File: config.mk
export PLATFORM = sky130hd
export DESIGN_NAME = pipelined_addsub_flat
export DESIGN_NICKNAME = d
export VERILOG_FILES = /design/src/rtl/pipelined_addsub_pkg.sv /design/src/rtl/pipelined_addsub_if.sv /design/src/rtl/pipelined_addsub_seg.sv /design/src/rtl/pipelined_addsub.sv /design/src/flat_wrapper.sv
export SDC_FILE = /design/constraint.sdc
export NUM_CORES = 1
export LEC_CHECK = 0
export CAP_MARGIN = 20
export CORE_MARGIN = 2
export CORE_UTILIZATION = 35
export DETAILED_ROUTE_END_ITERATION = 8
export PLACE_DENSITY_LB_ADDON = 0.15
export SETUP_SLACK_MARGIN = 0.4
export SLEW_MARGIN = 20
export SYNTH_ARGS = -nofsm -noshare
export SYNTH_HDL_FRONTEND = slang
export SYNTH_SLANG_ARGS = --single-unit
File: constraint.sdc
create_clock -name clk -period 8.3 [get_ports clk]
set_input_delay 1.66 -clock clk [delete_from_list [all_inputs] [get_ports clk]]
set_output_delay 1.66 -clock clk [all_outputs]
set_load 0.005 [all_outputs]
File: src/rtl/pipelined_addsub_pkg.sv
// Shared definitions for the pipelined add/subtract unit: operation mode
// encoding and the pipeline depth derivation.
package addsub_pkg;

  typedef enum logic {
    MODE_ADD = 1'b0,
    MODE_SUB = 1'b1
  } mode_e;

  // Number of SEG-bit stages needed to cover a WIDTH-bit operand.
  function automatic int unsigned calc_stages(int unsigned width, int unsigned seg);
    return (seg == 0) ? 0 : width / seg;
  endfunction

  // WIDTH must split evenly into at least one SEG-bit segment.
  function automatic bit cfg_ok(int unsigned width, int unsigned seg);
    return (seg >= 1) && (width >= seg) && ((width % seg) == 0);
  endfunction

endpackage

File: src/rtl/pipelined_addsub_if.sv
// Operand/result handshake bundle for pipelined_addsub.
interface pipelined_addsub_if #(
  parameter int unsigned WIDTH = 16
) ();

  logic             in_valid;
  logic             in_ready;
  logic [WIDTH-1:0] a;
  logic [WIDTH-1:0] b;
  logic             ci;
  logic             sub;
  logic             out_valid;
  logic             out_ready;
  logic [WIDTH-1:0] r;
  logic             co;
  logic             ovf;
  logic             zero;

  modport master (
    output in_valid, a, b, ci, sub, out_ready,
    input  in_ready, out_valid, r, co, ovf, zero
  );

  modport slave (
    input  in_valid, a, b, ci, sub, out_ready,
    output in_ready, out_valid, r, co, ovf, zero
  );

endinterface

File: src/rtl/pipelined_addsub_seg.sv
// Combinational SEG-bit ripple adder slice; one instance per pipeline stage.
module addsub_seg #(
  parameter int unsigned SEG = 4
) (
  input  logic [SEG-1:0] a,
  input  logic [SEG-1:0] b,
  input  logic           cin,
  output logic [SEG-1:0] s,
  output logic           cout,
  output logic           ctop
);

  // Ripple the carry through the slice; ctop is the carry into the top bit.
  always_comb begin : ripple
    logic [SEG:0] c;
    c    = '0;
    s    = '0;
    c[0] = cin;
    for (int unsigned i = 0; i < SEG; i++) begin
      s[i]   = a[i] ^ b[i] ^ c[i];
      c[i+1] = (a[i] & b[i]) | (c[i] & (a[i] ^ b[i]));
    end
    cout = c[SEG];
    ctop = c[SEG-1];
  end

endmodule

File: src/rtl/pipelined_addsub.sv
// Pipelined WIDTH-bit add/subtract: an input register captures the operands,
// then one SEG-bit segment is resolved per stage with the carry registered
// between stages. The whole pipe advances or stalls as a single unit.
module pipelined_addsub
  import addsub_pkg::*;
#(
  parameter int unsigned WIDTH = 16,
  parameter int unsigned SEG   = 4
) (
  input logic              clk,
  input logic              rst,
  pipelined_addsub_if.slave bus
);

  localparam int unsigned STAGES = calc_stages(WIDTH, SEG);

  if (!cfg_ok(WIDTH, SEG)) begin : g_cfg_err
    $error("pipelined_addsub: WIDTH must be a non-zero multiple of SEG");
  end

  logic advance;
  logic take;

  // Register slot k feeds segment k: valid bit, raw operands (skew), carry
  // into segment k and the low result bits resolved so far.
  logic             v_q [STAGES];
  logic [WIDTH-1:0] a_q [STAGES];
  logic [WIDTH-1:0] b_q [STAGES];
  logic             c_q [STAGES];
  logic [WIDTH-1:0] r_q [STAGES];

  // Per-segment combinational results.
  logic [SEG-1:0]   ss   [STAGES];
  logic             sco  [STAGES];
  logic             sct  [STAGES];
  logic [WIDTH-1:0] part [STAGES];

  // Output stage.
  logic             out_v;
  logic [WIDTH-1:0] r_o;
  logic             co_o;
  logic             ovf_o;
  logic             zero_o;

  assign advance      = bus.out_ready | ~out_v;
  assign take         = bus.in_valid & advance;
  assign bus.in_ready = advance;

  assign bus.out_valid = out_v;
  assign bus.r         = r_o;
  assign bus.co        = co_o;
  assign bus.ovf       = ovf_o;
  assign bus.zero      = zero_o;

  for (genvar k = 0; k < STAGES; k++) begin : g_seg
    addsub_seg #(.SEG(SEG)) u_seg (
      .a    (a_q[k][k*SEG +: SEG]),
      .b    (b_q[k][k*SEG +: SEG]),
      .cin  (c_q[k]),
      .s    (ss[k]),
      .cout (sco[k]),
      .ctop (sct[k])
    );

    // Merge this segment's sum into the partial result carried so far.
    always_comb begin
      part[k]                = r_q[k];
      part[k][k*SEG +: SEG]  = ss[k];
    end
  end

  // Advance the valid chain, skew data and carries; the output registers only
  // take a new value when a valid op arrives, so bubbles leave them untouched.
  always_ff @(posedge clk) begin
    if (rst) begin
      for (int unsigned k = 0; k < STAGES; k++) begin
        v_q[k] <= 1'b0;
      end
      out_v  <= 1'b0;
      r_o    <= '0;
      co_o   <= 1'b0;
      ovf_o  <= 1'b0;
      zero_o <= 1'b0;
    end else if (advance) begin
      v_q[0] <= take;
      if (take) begin
        a_q[0] <= bus.a;
        b_q[0] <= (mode_e'(bus.sub) == MODE_SUB) ? ~bus.b : bus.b;
        c_q[0] <= (mode_e'(bus.sub) == MODE_SUB) ? 1'b1 : bus.ci;
        r_q[0] <= '0;
      end
      for (int unsigned k = 1; k < STAGES; k++) begin
        v_q[k] <= v_q[k-1];
        a_q[k] <= a_q[k-1];
        b_q[k] <= b_q[k-1];
        c_q[k] <= sco[k-1];
        r_q[k] <= part[k-1];
      end
      out_v <= v_q[STAGES-1];
      if (v_q[STAGES-1]) begin
        r_o    <= part[STAGES-1];
        co_o   <= sco[STAGES-1];
        ovf_o  <= sco[STAGES-1] ^ sct[STAGES-1];
        zero_o <= (part[STAGES-1] == '0);
      end
    end
  end

endmodule

File: src/flat_wrapper.sv
// flat-port wrapper written by rule: the top's interface ports become plain ports
module pipelined_addsub_flat import addsub_pkg::*;
#(
  parameter int unsigned WIDTH = 16,
  parameter int unsigned SEG   = 4
)
  (clk, rst, bus_in_valid, bus_a, bus_b, bus_ci, bus_sub, bus_out_ready, bus_in_ready, bus_out_valid, bus_r, bus_co, bus_ovf, bus_zero);
  pipelined_addsub_if #(.WIDTH(WIDTH)) bus_i ();
  input logic clk;
  input logic rst;
  input wire logic [$bits(bus_i.in_valid)-1:0] bus_in_valid;
  input wire logic [$bits(bus_i.a)-1:0] bus_a;
  input wire logic [$bits(bus_i.b)-1:0] bus_b;
  input wire logic [$bits(bus_i.ci)-1:0] bus_ci;
  input wire logic [$bits(bus_i.sub)-1:0] bus_sub;
  input wire logic [$bits(bus_i.out_ready)-1:0] bus_out_ready;
  output wire logic [$bits(bus_i.in_ready)-1:0] bus_in_ready;
  output wire logic [$bits(bus_i.out_valid)-1:0] bus_out_valid;
  output wire logic [$bits(bus_i.r)-1:0] bus_r;
  output wire logic [$bits(bus_i.co)-1:0] bus_co;
  output wire logic [$bits(bus_i.ovf)-1:0] bus_ovf;
  output wire logic [$bits(bus_i.zero)-1:0] bus_zero;
  assign bus_i.in_valid = bus_in_valid;
  assign bus_i.a = bus_a;
  assign bus_i.b = bus_b;
  assign bus_i.ci = bus_ci;
  assign bus_i.sub = bus_sub;
  assign bus_i.out_ready = bus_out_ready;
  assign bus_in_ready = bus_i.in_ready;
  assign bus_out_valid = bus_i.out_valid;
  assign bus_r = bus_i.r;
  assign bus_co = bus_i.co;
  assign bus_ovf = bus_i.ovf;
  assign bus_zero = bus_i.zero;
  pipelined_addsub #(.WIDTH(WIDTH), .SEG(SEG)) u_core (.clk(clk), .rst(rst), .bus(bus_i));
endmodule
======== After elaboration in Yosys (flattened, before gate mapping) ========
Memory sizes are Yosys's and may differ from the RTL's.
Index checks and enable logic that the tools add are counted.
storage, ports and cells
  RAM bits ................................ 200
  output and inout bits ................... 21
  memories kept ........................... 5
  register bits ........................... 20
  input port bits ......................... 38
operators by class
  multiplexer cells ....................... 15
  reductions and logical operators ........ 2
  bitwise operators ....................... 89
memory list
  memory      words  bits a word  rd ports  clocked after memory_dff  write ports  RTL line                source
  u_core.a_q  4      16           4         0                         4            pipelined_addsub.sv:27  logic [WIDTH-1:0] a_q [STAGES];
  u_core.b_q  4      16           4         0                         4            pipelined_addsub.sv:28  logic [WIDTH-1:0] b_q [STAGES];
  u_core.r_q  4      16           4         0                         4            pipelined_addsub.sv:30  logic [WIDTH-1:0] r_q [STAGES];
  u_core.c_q  4      1            4         0                         4            pipelined_addsub.sv:29  logic c_q [STAGES];
  u_core.v_q  4      1            4         0                         4            pipelined_addsub.sv:26  logic v_q [STAGES];
operators by type and width
  operator             number
  1-bit bitwise AND    33
  1-bit XOR            33
  1-bit bitwise OR     21
  16-bit zero test     1
  16-bit 2-to-1 mux    1
  16-bit inverter      1
  1-bit 2-to-1 mux     14
  2-bit AND reduction  1
  1-bit inverter       1

======== Logic depth before layout (Yosys ltp) ========
Gate-level depths: netlist of run 1.
  word-level depth ........................ 10
  depth in mapped cells ................... 10
  gate-level depth less buffers ........... 10

======== Modules after synthesis ========
A second synthesis of run 1 with hierarchy kept.
second synthesis, totals
  cell total of the unflattened synthesis .. 282
  area total of the unflattened synthesis .. 4953.5 um^2
modules (own cells, without submodules)
  module            cells an instance  instances  seq. area each (um^2)  area each (um^2)
  pipelined_addsub  234                1          3763.6                 4513.1
  addsub_seg        12                 4          0.0                    110.1

======== Worst setup path before layout of run 1 ========
No wires, ideal clock.
  path kind ............................... input to register
  start ................................... input bus_out_ready
  end ..................................... memory u_core.a_q[0][0] (enable)
  setup slack ............................. 1.708 ns
  setup time .............................. 0.393 ns
  data required time ...................... 7.907 ns
  cell stages on the path ................. 4
  arrival ................................. 6.199 ns
  cell sequence ........................... nor2b_4 > buf_6 > nor2_1 > and2_1
RTL lines
  what                RTL line                source
  start: declaration  flat_wrapper.sv:16      input wire logic [$bits(bus_i.out_ready)-1:0] bus_out_ready;
  end: declaration    pipelined_addsub.sv:27

======== Final worst setup path of run 1 ========
  start ................................... input bus_out_ready
  end ..................................... output bus_in_ready
on the way
  cells in the longest elaborated chain, start to end .. 1
ends and longest elaborated chain
  what              RTL line                source
  1-bit bitwise OR  pipelined_addsub.sv:45  assign advance = bus.out_ready | ~out_v;
  end: declaration  flat_wrapper.sv:17      output wire logic [$bits(bus_i.in_ready)-1:0] bus_in_ready;
Every way passes these cells.

==> metrics.txt, run 1 <==
Setup Viol. Count Final 0; CP Class primary input to primary output; Residual DRC 0; Post-Syn Instances ~290; Die Area 14700 um^2; CTS tree done; Top FF cell, synth edfxtp_1; Max VDD drop 130 uV; I/O Buffers 58; crit path launch type primary input; Post-synth ARST share 0; Pwr Density 251 nW/um^2; Synth area leaders edfxtp_1 70%, dfxtp_1 8.3%, fa_1 6.6%; WHS Path Cells 0; Die W 121 um; status finished, final reports clean; I/O Pins approximately 60; final worst path period share 0.615; Synthesized Nets 340; grt ovf 0; Post-synth EDFFs 112; hold-fix buffers at CTS 0; Final min period 5.10 ns; clock latency on the worst-skew pair 0.40 ns; Worst setup EP type primary output; clock-pin slew on the worst setup and hold paths 0.05 ns; cell taking the most area after synthesis edfxtp_1; Seq/Total Area, Yosys 0.780; row count 42; RR Startpoint u_core.a_q[3][12]$_DFFE_PP_; reg2reg path depth 10; Placer Congestion 0.714; number of diodes 0; FMAX 0.196 GHz; Final Hold Viols 0; die span in y 121 um; Design Power approximately 1.5 mW; Hold WS 0.414 ns; Required @ worst endpoint 6.64 ns; Fillers 1225; H-Tree Depth 4; RSZ-0062 raised after global routing false; largest fanout on the critical path 20; ANT nets after route 0; first-pass detailed-route iteration total 4; max-cap viol count 0; wire length per cell 12.1 um; cts bufs inserted 17; Sink Count approximately 130; Placed Cells incl. Taps ~510; Post-synth top cells 112 x edfxtp_1, 40 x inv_1, 20 x dfxtp_1, 19 x a21oi_1; Area Overhead vs Synth 27.3%; number of global-route vias before repair 2340; root buf cell clkbuf_16; Final nets slightly above 400; Clock Tree Buf Depth 2; vias per std cell 4.27; Worst R2R Setup Slack 5.76 ns; number of synthesized register bits approximately 130; Core Region 13300 um^2; Leak roughly 2.2 nW; critical hold path startpoint u_core.a_q[0][14]$_DFFE_PP_; Slew Viols, Final 0; first-pass GRT wire length between 10000 and 15000 um; largest net degree at the start of global routing 80; average instance area after synthesis 16.9 um^2; DP HPWL 4260 um; Setup WS post-layout 3.20 ns; worst min-delay path endpoint u_core.a_q[1][14]$_DFFE_PP_; Reg area 3760 um^2; Post-CTS Resized 0; proportion of layout cells with a drive suffix above 1 0.0847; Place WS 3.22 ns; Post-CTS Setup Bufs 0; Slew HR 0.375; Mapped Area between 4000 and 5000 um^2; RR Endpoint u_core.bus.zero$_SDFFE_PP0P_; post-route clock skew 0.00731 ns; Crit path arrival time 3.44 ns; fin cells 542; Routed WL 6580 um; Synth warnings 0; Netlist cell types 24; Initial Util 0.361; Via Count 2316; total track usage 0.100; most frequent cell after synthesis edfxtp_1; area of the multi-input gates between 800 and 900 um^2; HP Class flop to flop; worst-margin pin slew 0.938 ns; initial antenna violation count 0; post-synth top area share 0.697; Post-Route Setup TNS 0 ns; Initial DRC Count 209
-- metrics by stage --
step,utilization,area (um^2)
after CTS,0.460,6140
final,0.460,6140
after global routing,0.460,6140
after global placement,0.419,5590
after detailed placement,0.419,5590
after floorplan,-,4820
-- worst max-delay path by stage --
stage	start	endpoint	slack (ns)	cells past startpoint
CTS	bus_out_ready	bus_in_ready	3.22	4
finish	bus_out_ready	bus_in_ready	3.20	4
detailed placement	bus_out_ready	bus_in_ready	3.22	4
global placement	bus_out_ready	bus_in_ready	3.27	4
global route	bus_out_ready	bus_in_ready	3.08	4
floorplan	bus_out_ready	u_core.a_q[0][0]$_DFFE_PP_	1.71	4
-- power by group --
| group | internal, mW | switching, mW | leakage, nW | total [mW] |
|---|---|---|---|---|
| clock | 0.433 | 0.246 | 0.261 | 0.679 |
| combinational | 0.0385 | 0.0401 | 0.685 | 0.0786 |
| sequential | 0.770 | 0.0146 | 1.25 | 0.785 |
| total | 1.24 | 0.301 | 2.20 | 1.54 |
-- cells in the final DEF, fill, tap and decap left out, types with 2 or more instances in the layout --
cell type        netlist  routed
nand3_1               15      15
bufinv_16              0       2
and2_1                 5       5
inv_1                 40      40
nor4_1                 2       2
clkbuf_16              0      17
xor2_1                16      16
clkinv_1               0       4
a21oi_1               19      19
a211oi_1               3       3
dfxtp_1               20      20
o21ai_0               15      15
clkinv_2               0       4
buf_4                  0       2
edfxtp_1             112     112
fa_1                  16      16
clkdlybuf4s50_1        0      58
nor2_1                 3       2
clkinvlp_4             0       3
-- area by class of cell --
cell class              count  share of cell area
flip-flops and latches    132               0.613
repair buffers             60              0.0970
inverters                  40              0.0245
clock inverters            13              0.0192
clock buffers              18              0.0699
well taps                 176              0.0359
multi-input cells         103               0.140
-- critical path: stages --
cell             delay (ns)
clkdlybuf4s50_1        0.45
nor2b_4                0.38
inv_1                  0.39
clkdlybuf4s50_1        0.56
-- layer usage --
layer,vias to the layer above,GRT usage,wire (um)
met5,-,0,0
met4,0,0.0539,146
met3,10,0.0381,356
met2,73,0.151,3050
met1,1093,0.125,3020
li1,1140,-,-
-- state kept, by name, indices dropped and copies added (netlist names), 4 cells and up --
| signal | count |
|---|---|
| u_core.bus.r | 16 |
| u_core.b_q | 40 |
| u_core.a_q | 40 |
| u_core.v_q | 4 |
| u_core.c_q | 4 |
| u_core.r_q | 24 |
-- kinds of logic (layout without fill, tap and decap cells) --
logic type	count (synthesis)	count (layout)	share of synthesized area
AND/OR/NAND/NOR	32	32	0.0381
adder cells (fa/ha/maj)	16	16	0.0664
XOR/XNOR	17	17	0.0309
buffers and inverters	51	131	0.0425
flip-flops	132	132	0.780
AO/OA/AOI/OAI	38	38	0.0418
(Power assumes the default switching activity.)
==> run 2: changes to the inputs <==
==> constraint.sdc (replaced) <==
create_clock -name clk -period 5.1 [get_ports clk]
set_input_delay 1.02 -clock clk [delete_from_list [all_inputs] [get_ports clk]]
set_output_delay 1.02 -clock clk [all_outputs]
set_load 0.005 [all_outputs]
==> metrics.txt, run 2 (synthesis results as in run 1) <==
FMAX 0.264 GHz; commonest non-fill, non-tap cell in the layout edfxtp_1; CP peak stage delay 0.55 ns (about the same); Slew Viols, Final 0 (unchanged); CP Class primary input to primary output; Internal 2.08 mW (+67%); logic gate share of total power 0.049 (-0.002); Placer Congestion 0.717 (+0.42%); Slew HR 0.375 (+0.000611); wire length per cell 12.1 um (-0.62%); RR Endpoint u_core.bus.zero$_SDFFE_PP0P_; Setup Viol. Count Final 0 (unchanged); Final min period 3.78 ns; Core Region 13300 um^2 (unchanged); Die Area 14700 um^2 (unchanged); clock-pin slew on the worst setup and hold paths 0.06 ns (about the same); DP HPWL 4200 um (-1.4%); Max VDD drop 244 uV (+87%); RSZ-0062 raised after global routing false; crit path launch type primary input; largest net degree at the start of global routing 80 (unchanged); worst-margin pin slew 0.937 ns (-0.000916 ns); die span in y 121 um (unchanged); initial antenna violation count 0 (unchanged); first-pass GRT wire length 10800 um (-2.7%); ANT nets after route 0 (unchanged); Fillers 1199 (-2.1%); WL met2 2930 um (-4.0%); top routing layer in use met4; largest registers u_core.a_q: 40 flops, u_core.b_q: 40 flops, u_core.r_q: 24 flops; row count 42 (unchanged); Clock Power Share 0.459 (+0.019); H-Tree Depth 4 (unchanged); first-pass detailed-route iteration total 4 (unchanged); Initial Util 0.361 (unchanged); Leak 2.21 nW (+0.74%); Post-CTS Setup Bufs 0 (unchanged); total track usage 0.0982 (-0.00199); Crit path arrival time 2.76 ns (-0.68 ns); Worst R2R Setup Slack 2.58 ns (-3.18 ns); hold-fix buffers at CTS 0 (unchanged); final worst path period share 0.742; cts bufs inserted 17 (unchanged); status finished, final reports clean; number of global-route vias before repair 2248 (-3.9%); most frequent cells in the layout 112 x edfxtp_1, 58 x clkdlybuf4s50_1, 40 x inv_1; root buf cell clkbuf_16; max-cap viol count 0 (unchanged); final core utilization 0.463 (+0.00319); Residual DRC 0 (unchanged); HP Class flop to flop; NetSw 518 uW (+72%); vias per std cell 4.23 (-0.92%); RR Startpoint u_core.a_q[3][12]$_DFFE_PP_; register share of total power 0.492 (-0.017); I/O Pins 59 (unchanged); Final nets 408 (unchanged); Sink Count 132 (unchanged); number of diodes 0 (unchanged); clock latency on the worst-skew pair 0.40 ns (about the same); post-route clock skew 0.00603 ns (-0.00129 ns); crit path to bus_in_ready; Sw Share 0.200 (+0.00439); Worst setup EP type primary output; Post-Route Setup TNS 0 ns (unchanged); Area Overhead vs Synth 28.1%; I/O Buffers 58 (unchanged); Initial DRC Count 233 (+11%); grt ovf 0 (unchanged); met3 WL post-DR 391 um (+9.8%); Clock Tree Buf Depth 2 (unchanged); proportion of layout cells with a drive suffix above 1 0.0926 (+0.00794); area of the multi-input gates 862 um^2 (unchanged); Crit path top cell by count clkdlybuf4s50_1; reg2reg path depth 10 (unchanged); Reg area 3760 um^2 (unchanged); Final Hold Viols 0 (unchanged); largest fanout on the critical path 20 (unchanged); Routed WL 6550 um (-0.44%); Via Count 2299 (-0.73%); Post-CTS Resized 0 (unchanged); worst-path cell chain clkdlybuf4s50_1 > nor2b_4 > inv_1 > clkdlybuf4s50_1; Critical Path Source bus_out_ready; Pwr Density 420 nW/um^2 (+67%); CTS tree done; Slowest cell on crit path clkdlybuf4s50_1; Die W 121 um (unchanged); Required @ worst endpoint 4.08 ns (-2.56 ns); WL met1 3120 um (+3.4%)
-- run 2: cell types whose count changed in the layout (fill, tap and decap cells not counted) --
cell        delta
bufinv_16      +1
clkbuf_1       -1
clkinv_1       -1
clkinv_2       -1
clkinv_4       +1
clkinvlp_4     +1
inv_6          +1
-- run 2: worst min path at each step --
| stage | startpoint | cells past startpoint | endpoint | slack (ns) |
|---|---|---|---|---|
| 6_report | u_core.b_q[0][5]$_DFFE_PP_ | 0 | u_core.b_q[1][5]$_DFFE_PP_ | 0.41 |
| 5_1_grt | u_core.a_q[2][14]$_DFFE_PP_ | 0 | u_core.a_q[3][14]$_DFFE_PP_ | 0.43 |
| 4_1_cts | u_core.b_q[0][5]$_DFFE_PP_ | 0 | u_core.b_q[1][5]$_DFFE_PP_ | 0.42 |
| 3_5_place_dp | u_core.b_q[1][12]$_DFFE_PP_ | 0 | u_core.b_q[2][12]$_DFFE_PP_ | 0.40 |
| 3_3_place_gp | u_core.a_q[0][7]$_DFFE_PP_ | 0 | u_core.a_q[1][7]$_DFFE_PP_ | 0.40 |
| 2_1_floorplan | u_core.a_q[0][10]$_DFFE_PP_ | 0 | u_core.a_q[1][10]$_DFFE_PP_ | 0.40 |
-- run 2: power groups by stage --
stage               registers, mW  logic, mW  clock network [mW]
global route                 1.28      0.146                1.27
global placement             1.30      0.130                   0
CTS                          1.28      0.132                1.22
finish                       1.28      0.128                1.19
floorplan                    1.29     0.0703                   0
detailed placement           1.30      0.131                   0
-- run 2: area by class of cell --
type / instances / share of cell area
tap: 176 / 0.0356
clock inverter: 15 / 0.0265
multi-input combinational: 103 / 0.139
clock buffer: 17 / 0.0688
timing repair buffer: 60 / 0.0964
sequential: 132 / 0.609
inverter: 40 / 0.0243
-- run 2: routing by layer --
metal / global-route usage / up-vias
met4: 0.0474 / 0
met2: 0.144 / 68
met3: 0.0437 / 6
li1: - / 1140
met1: 0.124 / 1085
met5: 0 / -
-- run 2: through the flow --
step	hold WS, ns	std cells	area (um^2)	setup WS (ns)	total power, mW
detailed placement	0.405	511	5590	1.31	1.43
global placement	0.405	511	5590	1.36	1.43
floorplan	0.400	286	4830	0.521	1.36
CTS	0.416	543	6180	1.31	2.63
global route	0.426	543	6180	1.20	2.70
finish	0.412	543	6180	1.32	2.59
-- run 2: worst max-delay path: cells and delay by family --
| family | cells | cell delay [ns] |
|---|---|---|
| buffers and inverters | 3 | 1.38 |
| AND/OR/NAND/NOR | 1 | 0.37 |
